### config.mk
export PLATFORM = sky130hd
export DESIGN_NAME = spi_lcd_stream
export DESIGN_NICKNAME = d
export VERILOG_FILES = /design/src/rtl/lcd_spi_pkg.sv /design/src/rtl/spi_tx_fifo.sv /design/src/rtl/spi_lcd_stream.sv
export SDC_FILE = /design/constraint.sdc
export NUM_CORES = 1
export LEC_CHECK = 0
export ABC_AREA = 1
export ABC_CLOCK_PERIOD_IN_PS = 1940
export CAP_MARGIN = 20
export CORE_ASPECT_RATIO = 0.6
export CORE_MARGIN = 3
export CORE_UTILIZATION = 47
export CTS_CLUSTER_SIZE = 25
export DETAILED_ROUTE_END_ITERATION = 12
export PLACE_DENSITY = 0.69
export SYNTH_ARGS = -nofsm -noshare
export SYNTH_HDL_FRONTEND = slang
export SYNTH_SLANG_ARGS = --single-unit
### constraint.sdc
create_clock -name clk -period 1.94 [get_ports clk]
set_input_delay 0.388 -clock clk [delete_from_list [all_inputs] [get_ports clk]]
set_output_delay 0.388 -clock clk [all_outputs]
set_load 0.005 [all_outputs]
### src/rtl/lcd_spi_pkg.sv
// Shared definitions for the SPI LCD streaming transmitter.
// Holds the transmitter FSM state type and the default parameter values
// used by spi_lcd_stream and spi_tx_fifo.
package lcd_spi_pkg;

  typedef enum logic [2:0] {
    ST_INIT,
    ST_IDLE,
    ST_LOAD,
    ST_SHIFT_LO,
    ST_SHIFT_HI,
    ST_DONE
  } lcd_state_e;

  localparam int DEF_DATA_W     = 8;
  localparam int DEF_CLK_DIV    = 4;
  localparam int DEF_FIFO_DEPTH = 4;
  localparam int DEF_RST_CYCLES = 16;

endpackage

### src/rtl/spi_tx_fifo.sv
// Synchronous word FIFO holding {mode,data} entries for the SPI transmitter.
// Ports:
//   clk, nrst        system clock, asynchronous active-low reset
//   push, wdata      write request and entry; ignored while full
//   pop, rdata       read request and head entry (rdata is the current head)
//   full, empty      occupancy flags
//   level            current number of stored entries
module spi_tx_fifo
  import lcd_spi_pkg::*;
#(
  parameter int DATA_W     = DEF_DATA_W,
  parameter int FIFO_DEPTH = DEF_FIFO_DEPTH
) (
  input  logic                          clk,
  input  logic                          nrst,
  input  logic                          push,
  input  logic [DATA_W:0]               wdata,
  input  logic                          pop,
  output logic [DATA_W:0]               rdata,
  output logic                          full,
  output logic                          empty,
  output logic [$clog2(FIFO_DEPTH):0]   level
);

  localparam int AW = $clog2(FIFO_DEPTH);
  localparam logic [AW:0] DEPTH_L = (AW+1)'(FIFO_DEPTH);

  logic [DATA_W:0] mem_q [FIFO_DEPTH];
  logic [AW-1:0]   wr_ptr_q, wr_ptr_d;
  logic [AW-1:0]   rd_ptr_q, rd_ptr_d;
  logic [AW:0]     level_q, level_d;
  logic            do_push, do_pop;

  assign full  = (level_q == DEPTH_L);
  assign empty = (level_q == '0);
  assign level = level_q;
  assign rdata = mem_q[rd_ptr_q];

  // A push while full is dropped even when a pop frees a slot in the same
  // cycle, so the producer only ever sees acceptance through ready.
  always_comb begin
    do_push  = push & ~full;
    do_pop   = pop & ~empty;
    wr_ptr_d = wr_ptr_q + AW'(do_push);
    rd_ptr_d = rd_ptr_q + AW'(do_pop);
    level_d  = level_q + (AW+1)'(do_push) - (AW+1)'(do_pop);
  end

  always_ff @(posedge clk or negedge nrst) begin
    if (!nrst) begin
      wr_ptr_q <= '0;
      rd_ptr_q <= '0;
      level_q  <= '0;
    end else begin
      wr_ptr_q <= wr_ptr_d;
      rd_ptr_q <= rd_ptr_d;
      level_q  <= level_d;
    end
  end

  // Storage carries no reset; only the pointers and level define validity.
  always_ff @(posedge clk) begin
    if (do_push) begin
      mem_q[wr_ptr_q] <= wdata;
    end
  end

endmodule

### src/rtl/spi_lcd_stream.sv
// Streaming SPI transmitter for an LCD controller (SPI mode 0, MSB first).
// Words {mode,data} are buffered in a FIFO and shifted out with DC set from
// mode; consecutive buffered words are sent as one CS-low burst. After reset
// the LCD reset line is held low for RST_CYCLES clocks before any transfer.
// Ports:
//   clk, nrst          system clock, asynchronous active-low reset
//   data, mode, valid  producer word, DC value, and offer strobe
//   ready              FIFO not full (word accepted when valid & ready)
//   busy               init running, CS low, or words still buffered
//   level              FIFO occupancy
//   SCK, MOSI, DC, CS  SPI bus to the LCD (CS active low)
//   LCD_reset          LCD reset, active low
module spi_lcd_stream
  import lcd_spi_pkg::*;
#(
  parameter int DATA_W     = DEF_DATA_W,
  parameter int CLK_DIV    = DEF_CLK_DIV,
  parameter int FIFO_DEPTH = DEF_FIFO_DEPTH,
  parameter int RST_CYCLES = DEF_RST_CYCLES
) (
  input  logic                        clk,
  input  logic                        nrst,
  input  logic [DATA_W-1:0]           data,
  input  logic                        mode,
  input  logic                        valid,
  output logic                        ready,
  output logic                        busy,
  output logic [$clog2(FIFO_DEPTH):0] level,
  output logic                        SCK,
  output logic                        MOSI,
  output logic                        DC,
  output logic                        CS,
  output logic                        LCD_reset
);

  localparam int BW = $clog2(DATA_W);
  localparam int DW = $clog2(CLK_DIV + 1);
  localparam int IW = $clog2(RST_CYCLES + 1);
  localparam logic [BW-1:0] BIT_TOP   = BW'(DATA_W - 1);
  localparam logic [DW-1:0] DIV_LAST  = DW'(CLK_DIV - 1);
  localparam logic [IW-1:0] INIT_LAST = IW'(RST_CYCLES - 1);

  logic            fifo_full, fifo_empty, fifo_pop;
  logic [DATA_W:0] fifo_head;

  lcd_state_e      state_q, state_d;
  logic [IW-1:0]   init_cnt_q, init_cnt_d;
  logic [DW-1:0]   div_cnt_q, div_cnt_d;
  logic [BW-1:0]   bit_cnt_q, bit_cnt_d, bit_nxt;
  logic [DATA_W-1:0] word_q, word_d;
  logic            sck_q, sck_d;
  logic            mosi_q, mosi_d;
  logic            dc_q, dc_d;
  logic            cs_q, cs_d;
  logic            lcd_reset_q, lcd_reset_d;

  spi_tx_fifo #(
    .DATA_W     (DATA_W),
    .FIFO_DEPTH (FIFO_DEPTH)
  ) u_fifo (
    .clk   (clk),
    .nrst  (nrst),
    .push  (valid),
    .wdata ({mode, data}),
    .pop   (fifo_pop),
    .rdata (fifo_head),
    .full  (fifo_full),
    .empty (fifo_empty),
    .level (level)
  );

  assign ready     = ~fifo_full;
  assign busy      = (state_q == ST_INIT) | ~cs_q | ~fifo_empty;
  assign SCK       = sck_q;
  assign MOSI      = mosi_q;
  assign DC        = dc_q;
  assign CS        = cs_q;
  assign LCD_reset = lcd_reset_q;

  always_comb begin
    state_d     = state_q;
    init_cnt_d  = init_cnt_q;
    div_cnt_d   = div_cnt_q;
    bit_cnt_d   = bit_cnt_q;
    word_d      = word_q;
    sck_d       = sck_q;
    mosi_d      = mosi_q;
    dc_d        = dc_q;
    cs_d        = cs_q;
    lcd_reset_d = lcd_reset_q;
    fifo_pop    = 1'b0;
    bit_nxt     = bit_cnt_q - BW'(1);

    unique case (state_q)
      ST_INIT: begin
        if (init_cnt_q == INIT_LAST) begin
          lcd_reset_d = 1'b1;
          state_d     = ST_IDLE;
        end else begin
          init_cnt_d = init_cnt_q + IW'(1);
        end
      end

      ST_IDLE: begin
        if (!fifo_empty) begin
          state_d = ST_LOAD;
        end
      end

      // DC and the first bit are only ever updated here, so they are settled
      // before the first SCK rise of the word.
      ST_LOAD: begin
        fifo_pop  = 1'b1;
        cs_d      = 1'b0;
        dc_d      = fifo_head[DATA_W];
        word_d    = fifo_head[DATA_W-1:0];
        mosi_d    = fifo_head[DATA_W-1];
        bit_cnt_d = BIT_TOP;
        div_cnt_d = '0;
        sck_d     = 1'b0;
        state_d   = ST_SHIFT_LO;
      end

      ST_SHIFT_LO: begin
        if (div_cnt_q == DIV_LAST) begin
          div_cnt_d = '0;
          sck_d     = 1'b1;
          state_d   = ST_SHIFT_HI;
        end else begin
          div_cnt_d = div_cnt_q + DW'(1);
        end
      end

      // End of a high phase is the SCK falling edge: the only point (apart
      // from LOAD) where MOSI advances to the next bit.
      ST_SHIFT_HI: begin
        if (div_cnt_q == DIV_LAST) begin
          div_cnt_d = '0;
          sck_d     = 1'b0;
          if (bit_cnt_q == '0) begin
            if (!fifo_empty) begin
              state_d = ST_LOAD;
            end else begin
              cs_d    = 1'b1;
              state_d = ST_DONE;
            end
          end else begin
            bit_cnt_d = bit_nxt;
            mosi_d    = word_q[bit_nxt];
            state_d   = ST_SHIFT_LO;
          end
        end else begin
          div_cnt_d = div_cnt_q + DW'(1);
        end
      end

      ST_DONE: begin
        state_d = ST_IDLE;
      end

      default: begin
        state_d = ST_INIT;
      end
    endcase
  end

  always_ff @(posedge clk or negedge nrst) begin
    if (!nrst) begin
      state_q     <= ST_INIT;
      init_cnt_q  <= '0;
      div_cnt_q   <= '0;
      bit_cnt_q   <= '0;
      sck_q       <= 1'b0;
      mosi_q      <= 1'b0;
      dc_q        <= 1'b0;
      cs_q        <= 1'b1;
      lcd_reset_q <= 1'b0;
    end else begin
      state_q     <= state_d;
      init_cnt_q  <= init_cnt_d;
      div_cnt_q   <= div_cnt_d;
      bit_cnt_q   <= bit_cnt_d;
      sck_q       <= sck_d;
      mosi_q      <= mosi_d;
      dc_q        <= dc_d;
      cs_q        <= cs_d;
      lcd_reset_q <= lcd_reset_d;
    end
  end

  // Shift word is pure data; the bit counter and CS decide what is valid.
  always_ff @(posedge clk) begin
    word_q <= word_d;
  end

endmodule

# Yosys cells after proc, flatten, opt, wreduce, memory -nomap -nowiden
# Memory sizes are Yosys's and may differ from the RTL's.
# Index checks and enable logic that the tools add are counted.
[word_totals]
n_memories = 1
regBits = 34
output_inout_bits = 10
mem_bits_rw = 36
[mem_list]
columns = ["name", "depth", "width", "read_ports", "rd_clocked_by_memory_dff", "wr", "line", "source"]
rows = [
  ["u_fifo.mem_q", 4, 9, 1, 0, 1, "spi_tx_fifo.sv:28", "logic [DATA_W:0] mem_q [FIFO_DEPTH];"],
]
[op_classes]
add_sub_neg = 7
mux = 27
n_eq_ne = 15
reduce_logical = 13
bitwise = 8
order_cmp = 1
[ops]
columns = ["operator", "count"]
rows = [
  ["two-way mux 3 bit", 9],
  ["case mux 3 bit (6 select lines)", 1],
  ["inequality test 2 bit, second input constant", 6],
  ["case mux 3 bit (2 select lines)", 2],
  ["two-way mux 1 bit", 11],
  ["equality test 3 x 2 -> 1 bit, second input constant", 3],
  ["equality test 3 bit, second input constant", 3],
  ["zero test 3 bit", 3],
  ["AND reduction 4 bit", 2],
  ["AND reduction 3 bit", 2],
  ["adder 5 x 1 -> 5 bit, second input constant", 1],
  ["equality test 5 x 4 -> 1 bit, second input constant", 1],
  ["adder 2 x 1 -> 2 bit", 2],
  ["< comparator 3 x 4 -> 1 bit, second input constant", 1],
  ["inverter 1 bit", 4],
  ["case mux 1 bit (2 select lines)", 2],
  ["AND reduction 2 bit", 2],
  ["nonzero test 2 bit", 2],
  ["adder 3 x 1 -> 3 bit", 1],
  ["adder 3 x 1 -> 3 bit, second input constant", 1],
  ["binary-select mux 1 bit (select 3 bit)", 1],
  ["equality test 3 x 1 -> 1 bit, second input constant", 1],
  ["case mux 1 bit (3 select lines)", 1],
  ["nonzero test 3 bit", 1],
  ["6 further kinds", 8],
]

# Logic depth before layout (Yosys ltp)
# Gate-level depths: netlist of run 1.
[logic_depth]
depth_word = 6
depth_mapped = 10
depth_no_buf = 10

# Modules after synthesis
# A second synthesis of run 1 with hierarchy kept.
[unflattened]
cells_unflattened = 290
hier_area_um2 = 3095.5
[by_module_without_submodules]
columns = ["mod", "n_inst", "area_each_um2", "cells_per_inst"]
rows = [
  ["spi_tx_fifo", 1, 1751.7, 141],
  ["spi_lcd_stream", 1, 1343.8, 149],
]

# Worst setup path after synthesis of run 1
# Ideal clock, no wire load.
[synth_timing]
path_type = "register -> register"
from = "register u_fifo.level_q[1], in the netlist u_fifo.level[1]"
to = "register u_fifo.level_q[2], in the netlist u_fifo.level[2]"
stages_incl_launch_ff = 10
t_arrival_ps = 1785
n_path_buf = 0
synth_period_minus_slack_ps = 1914
slack_ps = 26
path_cell_list = "dfrtp_1 -> inv_1 -> nand3_1 -> inv_1 -> nor2_1 -> ha_1 -> inv_1 -> ha_1 -> fa_1 -> xor2_1"
[synth_via]
elab_chain_len = 5
[synth_lines]
columns = ["element", "line", "source"]
rows = [
  ["start: declaration", "spi_tx_fifo.sv:31", "logic [AW:0] level_q, level_d;"],
  ["start signal: assignment", "spi_tx_fifo.sv:57", "level_q <= level_d;"],
  ["equality test 3 bit", "spi_tx_fifo.sv:34", "assign full = (level_q == DEPTH_L);"],
  ["inverter 1 bit", "spi_tx_fifo.sv:42", "do_push = push & ~full;"],
  ["bitwise AND 1 bit", "spi_tx_fifo.sv:42", ""],
  ["adder 3 x 1 -> 3 bit", "spi_tx_fifo.sv:46", "level_d = level_q + (AW+1)'(do_push) - (AW+1)'(do_pop);"],
  ["subtractor 3 x 1 -> 3 bit *", "spi_tx_fifo.sv:46", ""],
  ["named net u_fifo.level_d[2]", "spi_tx_fifo.sv:31", ""],
]
# Mark *: on every way through the listed nets, which the timed path passes. The rest lies on a longest branch.
# A chain may end at the register's enable or synchronous reset.

# Final worst setup path of run 1
[layout_timing]
from = "register u_fifo.level_q[1], in the netlist u_fifo.level[1]"
to = "output port busy"
[layout_via]
elab_chain_len = 3
[layout_lines]
columns = ["element", "line", "source"]
rows = [
  ["zero test 3 bit", "spi_tx_fifo.sv:35", "assign empty = (level_q == '0);"],
  ["inverter 1 bit", "spi_lcd_stream.sv:73", "assign busy = (state_q == ST_INIT) | ~cs_q | ~fifo_empty;"],
  ["bitwise OR 1 bit", "spi_lcd_stream.sv:73", ""],
  ["end: declaration", "spi_lcd_stream.sv:27", "output logic busy,"],
]
# Every way passes these cells.

==> results of run 1 <==
registers in the layout, summed over array words and instances (netlist names), 2 cells and up:
| name | count |
|---|---|
| div_cnt_q | 3 |
| init_cnt_q | 5 |
| bit_cnt_q | 3 |
| state_q | 3 |
| word_q | 8 |
| u_fifo.rd_ptr_q | 2 |
| u_fifo.wr_ptr_q | 2 |
| u_fifo.mem_q | 36 |
| u_fifo.level | 3 |
routing by layer:
layer / track usage [%] / wire length (um)
met4: 5.13 / 24
met2: 23.6 / 2370
met3: 7.16 / 445
met1: 25.4 / 2720
met5: 0 / 0
placed cells by master, fill, tap and decap left out, types with 4 or more instances in the layout:
cell,n
buf_4,17
clkbuf_8,9
clkdlybuf4s50_1,19
dfrtp_1,25
edfxtp_1,44
ha_1,9
inv_1,34
nand2_1,42
nand3_1,18
nor2_1,29
nor2_2,4
nor3_1,4
o21ai_0,30
o22ai_1,7
xor2_1,5
logic make-up after synthesis:
group,synth area share [%]
buf+inv,5.46
fa+ha+maj,4.42
simple gates,15.1
flops,65.7
compound gates,7.29
xor+xnor,2.04
final cells by class:
| cell class | instances | share of cell area (%) |
|---|---|---|
| inverters | 36 | 3.71 |
| multi-input cells | 163 | 24.1 |
| clock inverters | 7 | 2.64 |
| flip-flops and latches | 70 | 54.1 |
| repair buffers | 38 | 9.30 |
| clock buffers | 9 | 3.40 |
| well taps | 80 | 2.75 |
report_power, final:
part	internal [mW]	leakage, nW	total, mW	switching (mW)
Sequential	2.09	0.701	2.27	0.184
Combinational	0.826	0.744	2.06	1.23
Clock	0.727	0.114	1.27	0.543
per-stage QoR:
step           instance area (um^2)  utilization [%]  hold slack, ps
2_1_floorplan                  3000                -            92.4
3_3_place_gp                   3400             58.0             459
3_5_place_dp                   3400             58.0             460
4_1_cts                        3630             62.0             414
5_1_grt                        3650             62.2             421
6_report                       3650             62.2             411
worst max-delay path, delay by kind of cell, from the launching register on:
kind / cells / cell delay (ps)
simple gates: 2 / 180
flops: 1 / 380
buf+inv: 4 / 540
timing repair:
| action | in CTS | in global routing |
|---|---|---|
| pin swaps | 0 | 1 |
| setup endpoints to repair | 2 | 4 |
| resized for setup | 2 | 5 |
| buffers inserted | 2 | 0 |
path summary, 6_finish.rpt:
check                      cells past startpoint         endpoint
setup / recovery                               6             busy
hold / removal                                 2     bit_cnt_q[1]
setup reg to reg                               9  u_fifo.level[2]
hold reg to reg                                1    init_cnt_q[3]
max in group asynchronous                      2               CS
min in group clk                               1    init_cnt_q[3]
==> metrics.txt, run 1 <==
# TYPE chip_impl_metric gauge
chip_impl_metric{name="die_x",unit="um"} 109
chip_impl_metric{name="synthesis.area",unit="mm^2"} 0.00300
chip_impl_metric{name="critical_path.max_fanout",unit=""} 3
chip_impl_metric{name="cts_max_path_buffers",unit=""} 2
chip_impl_info{name="synth_top_cells_by_count",value="edfxtp_1 (44), nand2_1 (42), inv_1 (36)"} 1
chip_impl_info{name="status",value="finished clean"} 1
chip_impl_metric{name="timing.critical_path.slowest_cell_delay",unit="ps"} 380
chip_impl_metric{name="post_synth_inst_count",unit=""} 274
chip_impl_metric{name="period_share",unit="%"} 94.2
chip_impl_metric{name="dieArea",unit="mm^2"} 0.00742
chip_impl_metric{name="worstSkewPairLatency",unit="ps"} 340
chip_impl_info{name="critical_path.reg2reg.startpoint",value="u_fifo.level[1]"} 1
chip_impl_metric{name="power_leakage",unit="nW"} 1.56
chip_impl_metric{name="synthArstFlopShare",unit="%"} 37.1
chip_impl_metric{name="synth-edff-count",unit=""} 44
chip_impl_metric{name="yosysSeqAreaShare",unit="%"} 65.7
chip_impl_metric{name="yosys.area.top_type_share",unit="%"} 44.0
chip_impl_metric{name="yosysWarningCount",unit=""} 0
chip_impl_metric{name="timing.critical_path.arrival",unit="ps"} 1440
chip_impl_metric{name="vias_in_the_first_global_route",unit=""} 1854
chip_impl_metric{name="cts.reportedPaths.clkPinSlew",unit="ps"} 80
chip_impl_info{name="timing.setup.critical_path_class",value="reg -> out"} 1
chip_impl_info{name="worstPathCellList",value="inv_1 -> nand3_2 -> inv_2 -> buf_4 -> nand3_1 -> dlygate4sd2_1"} 1
chip_impl_metric{name="ir_worst_vdd",unit="mV"} 0.640
chip_impl_metric{name="detailroute.via_count",unit=""} 1974
chip_impl_metric{name="antenna_violating_nets_post_route",unit=""} 0
chip_impl_info{name="critPathCaptureType",value="output port"} 1
chip_impl_metric{name="routed_wire_length_per_instance",unit="um"} 13.8
chip_impl_metric{name="clock_skew",unit="ps"} 11.1
chip_impl_metric{name="clock_sink_count",unit=""} 70
chip_impl_metric{name="areaGrowthSynthToFinish",unit="%"} 21.4
chip_impl_metric{name="grt_max_degree",unit=""} 27
chip_impl_metric{name="grt_overflow",unit=""} 0
chip_impl_metric{name="cp.required",unit="ps"} 1550
chip_impl_metric{name="timing.final.ws_setup",unit="ps"} 112
chip_impl_metric{name="global_route_wire_length_before_repair",unit="mm"} 9.28
chip_impl_metric{name="distinct_cell_type_count_of_the_synthesized_netlist",unit=""} 25
chip_impl_metric{name="synth_fp_nets",unit=""} 296
chip_impl_info{name="tritoncts",value="done"} 1
chip_impl_metric{name="finish.cell_count_without_fillers",unit=""} 403
chip_impl_metric{name="max_cap_violations",unit=""} 0
chip_impl_metric{name="drive_gt1_share",unit="%"} 14.2
chip_impl_metric{name="antenna_found_initial",unit=""} 0
chip_impl_info{name="yosys.cell_count.top_type",value="edfxtp_1"} 1
chip_impl_metric{name="tightest_slew",unit="ps"} 507
chip_impl_metric{name="total_power",unit="mW"} 5.60
chip_impl_metric{name="cts_htree_levels",unit=""} 3
chip_impl_metric{name="timing.slew.headroom",unit="%"} 66.2
chip_impl_metric{name="register_area",unit="mm^2"} 0.00197
chip_impl_metric{name="grt_use_total",unit="%"} 17.4
chip_impl_info{name="crit_path_top_delay_cell",value="dfrtp_1"} 1
chip_impl_info{name="worstSetupStartpoint",value="u_fifo.level[1]"} 1
chip_impl_metric{name="detailed_route_iter0_violations",unit=""} 108
chip_impl_info{name="crit_path_start_kind",value="register"} 1
chip_impl_info{name="postSynth.topFlopCell",value="edfxtp_1"} 1
chip_impl_metric{name="initial_core_util",unit="%"} 51.2
chip_impl_metric{name="final-setup-viol-count",unit=""} 0
chip_impl_metric{name="final-max-slew-violation-count",unit=""} 0
chip_impl_info{name="synth_top_cells_by_area",value="edfxtp_1 (44%), dfrtp_1 (21%), nand2_1 (5.2%)"} 1
chip_impl_metric{name="finish.net_count",unit=""} 340
chip_impl_metric{name="route.detailed.drc",unit=""} 0
chip_impl_metric{name="drt-total-wl",unit="mm"} 5.57
chip_impl_metric{name="period_needed",unit="ps"} 1830
chip_impl_metric{name="synth.avg_cell_area",unit="um^2"} 11.0
chip_impl_metric{name="route.detailed.vias_per_inst",unit=""} 4.90
chip_impl_metric{name="number_of_rows_in_the_core_area",unit=""} 21
chip_impl_metric{name="dieHeight",unit="um"} 67.9
chip_impl_metric{name="cts_inserted_buffers",unit=""} 9
chip_impl_metric{name="max_clock_freq",unit="MHz"} 547
chip_impl_info{name="cts_root_buf",value="clkbuf_8"} 1
chip_impl_metric{name="multi_input_area",unit="um^2"} 878
chip_impl_metric{name="r2r_setup_slack",unit="ps"} 130
chip_impl_metric{name="count_of_antenna_diodes_in_the_layout",unit=""} 0
chip_impl_metric{name="hpwlAfterDp",unit="mm"} 3.83
chip_impl_metric{name="fillers",unit=""} 482
chip_impl_metric{name="firstDrtPassIters",unit=""} 5
chip_impl_metric{name="post_cts_hold_buffer_count",unit=""} 0
chip_impl_metric{name="io_buffer_count",unit=""} 21
chip_impl_metric{name="fin_tns_setup",unit="ps"} 0
chip_impl_metric{name="dp_slack",unit="ps"} 45.6
chip_impl_info{name="netlist.top_cell.by_area",value="edfxtp_1"} 1
chip_impl_metric{name="gp_routability_congestion",unit=""} 0.822
chip_impl_metric{name="timing_hold_violations_final",unit=""} 0
chip_impl_metric{name="top_level_ports",unit=""} 22
chip_impl_metric{name="power_per_cell_area",unit="mW/mm^2"} 1540
chip_impl_info{name="holdCritPathClass",value="in -> async"} 1
chip_impl_metric{name="coreArea",unit="mm^2"} 0.00586
chip_impl_metric{name="instance_count_after_placement_with_tap_cells_included",unit=""} 385
chip_impl_metric{name="synth-seq-cells",unit=""} 70
Power figures use the tool's default switching activity.
==> inputs of run 2 (changes only) <==
--- a/config.mk
+++ b/config.mk
@@ -13,7 +13,7 @@
 export CORE_UTILIZATION = 47
 export CTS_CLUSTER_SIZE = 25
 export DETAILED_ROUTE_END_ITERATION = 12
-export PLACE_DENSITY = 0.69
+export DONT_BUFFER_PORTS = 1
 export SYNTH_ARGS = -nofsm -noshare
 export SYNTH_HDL_FRONTEND = slang
 export SYNTH_SLANG_ARGS = --single-unit
==> run 2 against run 1 <==
- clock skew down 3.8 ps
- clock power up 3%
- power down 2.0%
- critical path depth up 1
- critical path type is now reg -> reg
- largest cell class unchanged
==> metrics.txt, run 2 (synthesis results as in run 1) <==
# TYPE chip_impl_metric gauge
chip_impl_metric{name="antenna_violating_nets_post_route",unit=""} 0
chip_impl_metric{name="power_leakage",unit="nW"} 1.48
chip_impl_metric{name="io_buffer_count",unit=""} 0
chip_impl_metric{name="hpwlAfterDp",unit="mm"} 3.83
chip_impl_metric{name="clock_sink_count",unit=""} 70
chip_impl_info{name="worstPathCellList",value="nor2_2 -> nand2_1 -> nor2_2 -> ha_1 -> inv_1 -> ha_1 -> fa_2"} 1
chip_impl_metric{name="coreArea",unit="mm^2"} 0.00586
chip_impl_metric{name="initial_core_util",unit="%"} 51.2
chip_impl_metric{name="drive_gt1_share",unit="%"} 15.1
chip_impl_metric{name="grt_use_total",unit="%"} 17.4
chip_impl_metric{name="power_frac_clock",unit="%"} 23.8
chip_impl_metric{name="cp.required",unit="ps"} 2170
chip_impl_info{name="crit_path_start_kind",value="register"} 1
chip_impl_metric{name="top_level_ports",unit=""} 22
chip_impl_metric{name="grt_overflow",unit=""} 0
chip_impl_metric{name="power_per_cell_area",unit="mW/mm^2"} 1590
chip_impl_info{name="layout_common_cells",value="edfxtp_1 (44), nand2_1 (42), inv_1 (34), o21ai_0 (30), nor2_1 (29)"} 1
chip_impl_metric{name="max_clock_freq",unit="MHz"} 549
chip_impl_metric{name="timing.critical_path.slowest_cell_delay",unit="ps"} 430
chip_impl_metric{name="comb_power_share",unit="%"} 34.2
chip_impl_metric{name="dpl-instance-area",unit="mm^2"} 0.00319
chip_impl_metric{name="clock_skew",unit="ps"} 7.37
chip_impl_metric{name="cts_htree_levels",unit=""} 3
chip_impl_info{name="tritoncts",value="done"} 1
chip_impl_info{name="reg_with_most_ffs",value="u_fifo.mem_q"} 1
chip_impl_metric{name="dieHeight",unit="um"} 67.9
chip_impl_metric{name="grt_max_degree",unit=""} 27
chip_impl_metric{name="period_needed",unit="ps"} 1820
chip_impl_info{name="holdCritPathClass",value="in -> reg"} 1
chip_impl_metric{name="firstDrtPassIters",unit=""} 4
chip_impl_metric{name="areaGrowthSynthToFinish",unit="%"} 15.2
chip_impl_metric{name="final-setup-viol-count",unit=""} 0
chip_impl_metric{name="detailed_route_iter0_violations",unit=""} 107
chip_impl_metric{name="largest_register_ff_count",unit=""} 36
chip_impl_metric{name="stdcell_area",unit="mm^2"} 0.00346
chip_impl_metric{name="detailroute.via_count",unit=""} 1888
chip_impl_metric{name="route.detailed.vias_per_inst",unit=""} 4.92
chip_impl_metric{name="drt-total-wl",unit="mm"} 5.62
chip_impl_metric{name="switching_power",unit="mW"} 1.96
chip_impl_info{name="largest_registers",value="u_fifo.mem_q: 36 flops, word_q: 8 flops, init_cnt_q: 5 flops"} 1
chip_impl_metric{name="max_cap_violations",unit=""} 0
chip_impl_metric{name="number_of_rows_in_the_core_area",unit=""} 21
chip_impl_metric{name="final-max-slew-violation-count",unit=""} 0
chip_impl_metric{name="power_switching_share",unit="%"} 35.7
chip_impl_metric{name="worstSkewPairLatency",unit="ps"} 350
chip_impl_metric{name="count_of_antenna_diodes_in_the_layout",unit=""} 0
chip_impl_metric{name="antenna_found_initial",unit=""} 0
chip_impl_metric{name="dieArea",unit="mm^2"} 0.00742
chip_impl_metric{name="cts_inserted_buffers",unit=""} 9
chip_impl_metric{name="period_share",unit="%"} 93.9
chip_impl_metric{name="vias_in_the_first_global_route",unit=""} 1808
chip_impl_metric{name="timing.slew.headroom",unit="%"} 66.1
chip_impl_metric{name="die_x",unit="um"} 109
chip_impl_metric{name="seq_power_share",unit="%"} 42.0
chip_impl_info{name="critPathCaptureType",value="register"} 1
chip_impl_metric{name="timing.critical_path.arrival",unit="ps"} 2050
chip_impl_info{name="cts_root_buf",value="clkbuf_8"} 1
chip_impl_metric{name="timing_hold_violations_final",unit=""} 0
chip_impl_info{name="crit_path_top_delay_cell",value="fa_2"} 1
chip_impl_info{name="status",value="finished clean"} 1
chip_impl_metric{name="ir_worst_vdd",unit="mV"} 0.789
chip_impl_metric{name="cts_max_path_buffers",unit=""} 2
chip_impl_metric{name="layout.core_utilization",unit="%"} 59.0
chip_impl_metric{name="gp_routability_congestion",unit=""} 0.796
chip_impl_metric{name="global_route_wire_length_before_repair",unit="mm"} 9.10
chip_impl_info{name="timing.setup.critical_path_class",value="reg -> reg"} 1
chip_impl_metric{name="route.detailed.drc",unit=""} 0
chip_impl_metric{name="critical_path.max_fanout",unit=""} 3
chip_impl_metric{name="tightest_slew",unit="ps"} 508
chip_impl_metric{name="routed_wire_length_per_instance",unit="um"} 14.6
chip_impl_metric{name="p_int",unit="mW"} 3.53
chip_impl_metric{name="cts.reportedPaths.clkPinSlew",unit="ps"} 80
chip_impl_info{name="most_common_cell_after_layout_fill_and_taps_aside",value="edfxtp_1"} 1
chip_impl_metric{name="finish.net_count",unit=""} 321
## run 2: path summary, 6_finish.rpt
path,depth (start not counted),start,slack [ps],end
setup / recovery,7,state_q[2],120,u_fifo.level[1]
hold / removal,0,data[4],120,u_fifo.mem_q[1][4]
setup reg to reg,7,state_q[2],120,u_fifo.level[1]
hold reg to reg,1,init_cnt_q[3],480,init_cnt_q[3]
max in group asynchronous,2,nrst,1220,CS
min in group asynchronous,2,nrst,490,bit_cnt_q[1]
## run 2: per-layer routing
metal | GRT usage, % | share of wire (%) | vias up
met1 | 25.0 | 54 | 883
met2 | 22.9 | 40 | 34
met4 | 5.60 | 0.94 | 0
li1 | - | - | 966
met5 | 0 | 0 | -
met3 | 8.29 | 5.6 | 5
## run 2: timing repair
item | in CTS | in global routing
endpoints found under the hold margin | 26 | 0
resized for setup | 0 | 4
buffers inserted | 0 | 1
hold buffers | 2 | 0
setup endpoints to repair | 0 | 2
## run 2: metrics by stage
step,setup TNS [ps],instances,setup slack [ps],hold slack [ps],power [mW]
floorplan,0,274,26.2,92.4,3.52
global placement,0,365,110,93.0,4.12
detailed placement,0,365,56.0,93.0,4.17
CTS,0,383,47.7,102,5.51
global route,-20.0,384,-10.3,89.4,5.94
finish,0,384,119,124,5.49
## run 2: area by class of cell
type,instances,area [um^2]
Inverter,36,135
Fill cell,501,2400
Multi-Input combinational cell,163,871
Clock inverter,6,93.8
Timing Repair Buffer,19,158
Clock buffer,10,128
Sequential cell,70,1970
Tap cell,80,100
## run 2: critical path: cells and delay by family, from the launching register on
kind	cells	cell delay [ps]
flip-flops	1	390
buffers and inverters	1	60
adder cells (fa/ha/maj)	3	830
AND/OR/NAND/NOR	3	410
## run 2: power by group through the flow
stage          registers [mW]  logic, mW  clock network (mW)
3_3_place_gp             2.32       1.80                   0
4_1_cts                  2.31       1.86                1.34
3_5_place_dp             2.33       1.83                   0
5_1_grt                  2.36       2.17                1.40
2_1_floorplan            2.29       1.23                   0
6_report                 2.31       1.87                1.31
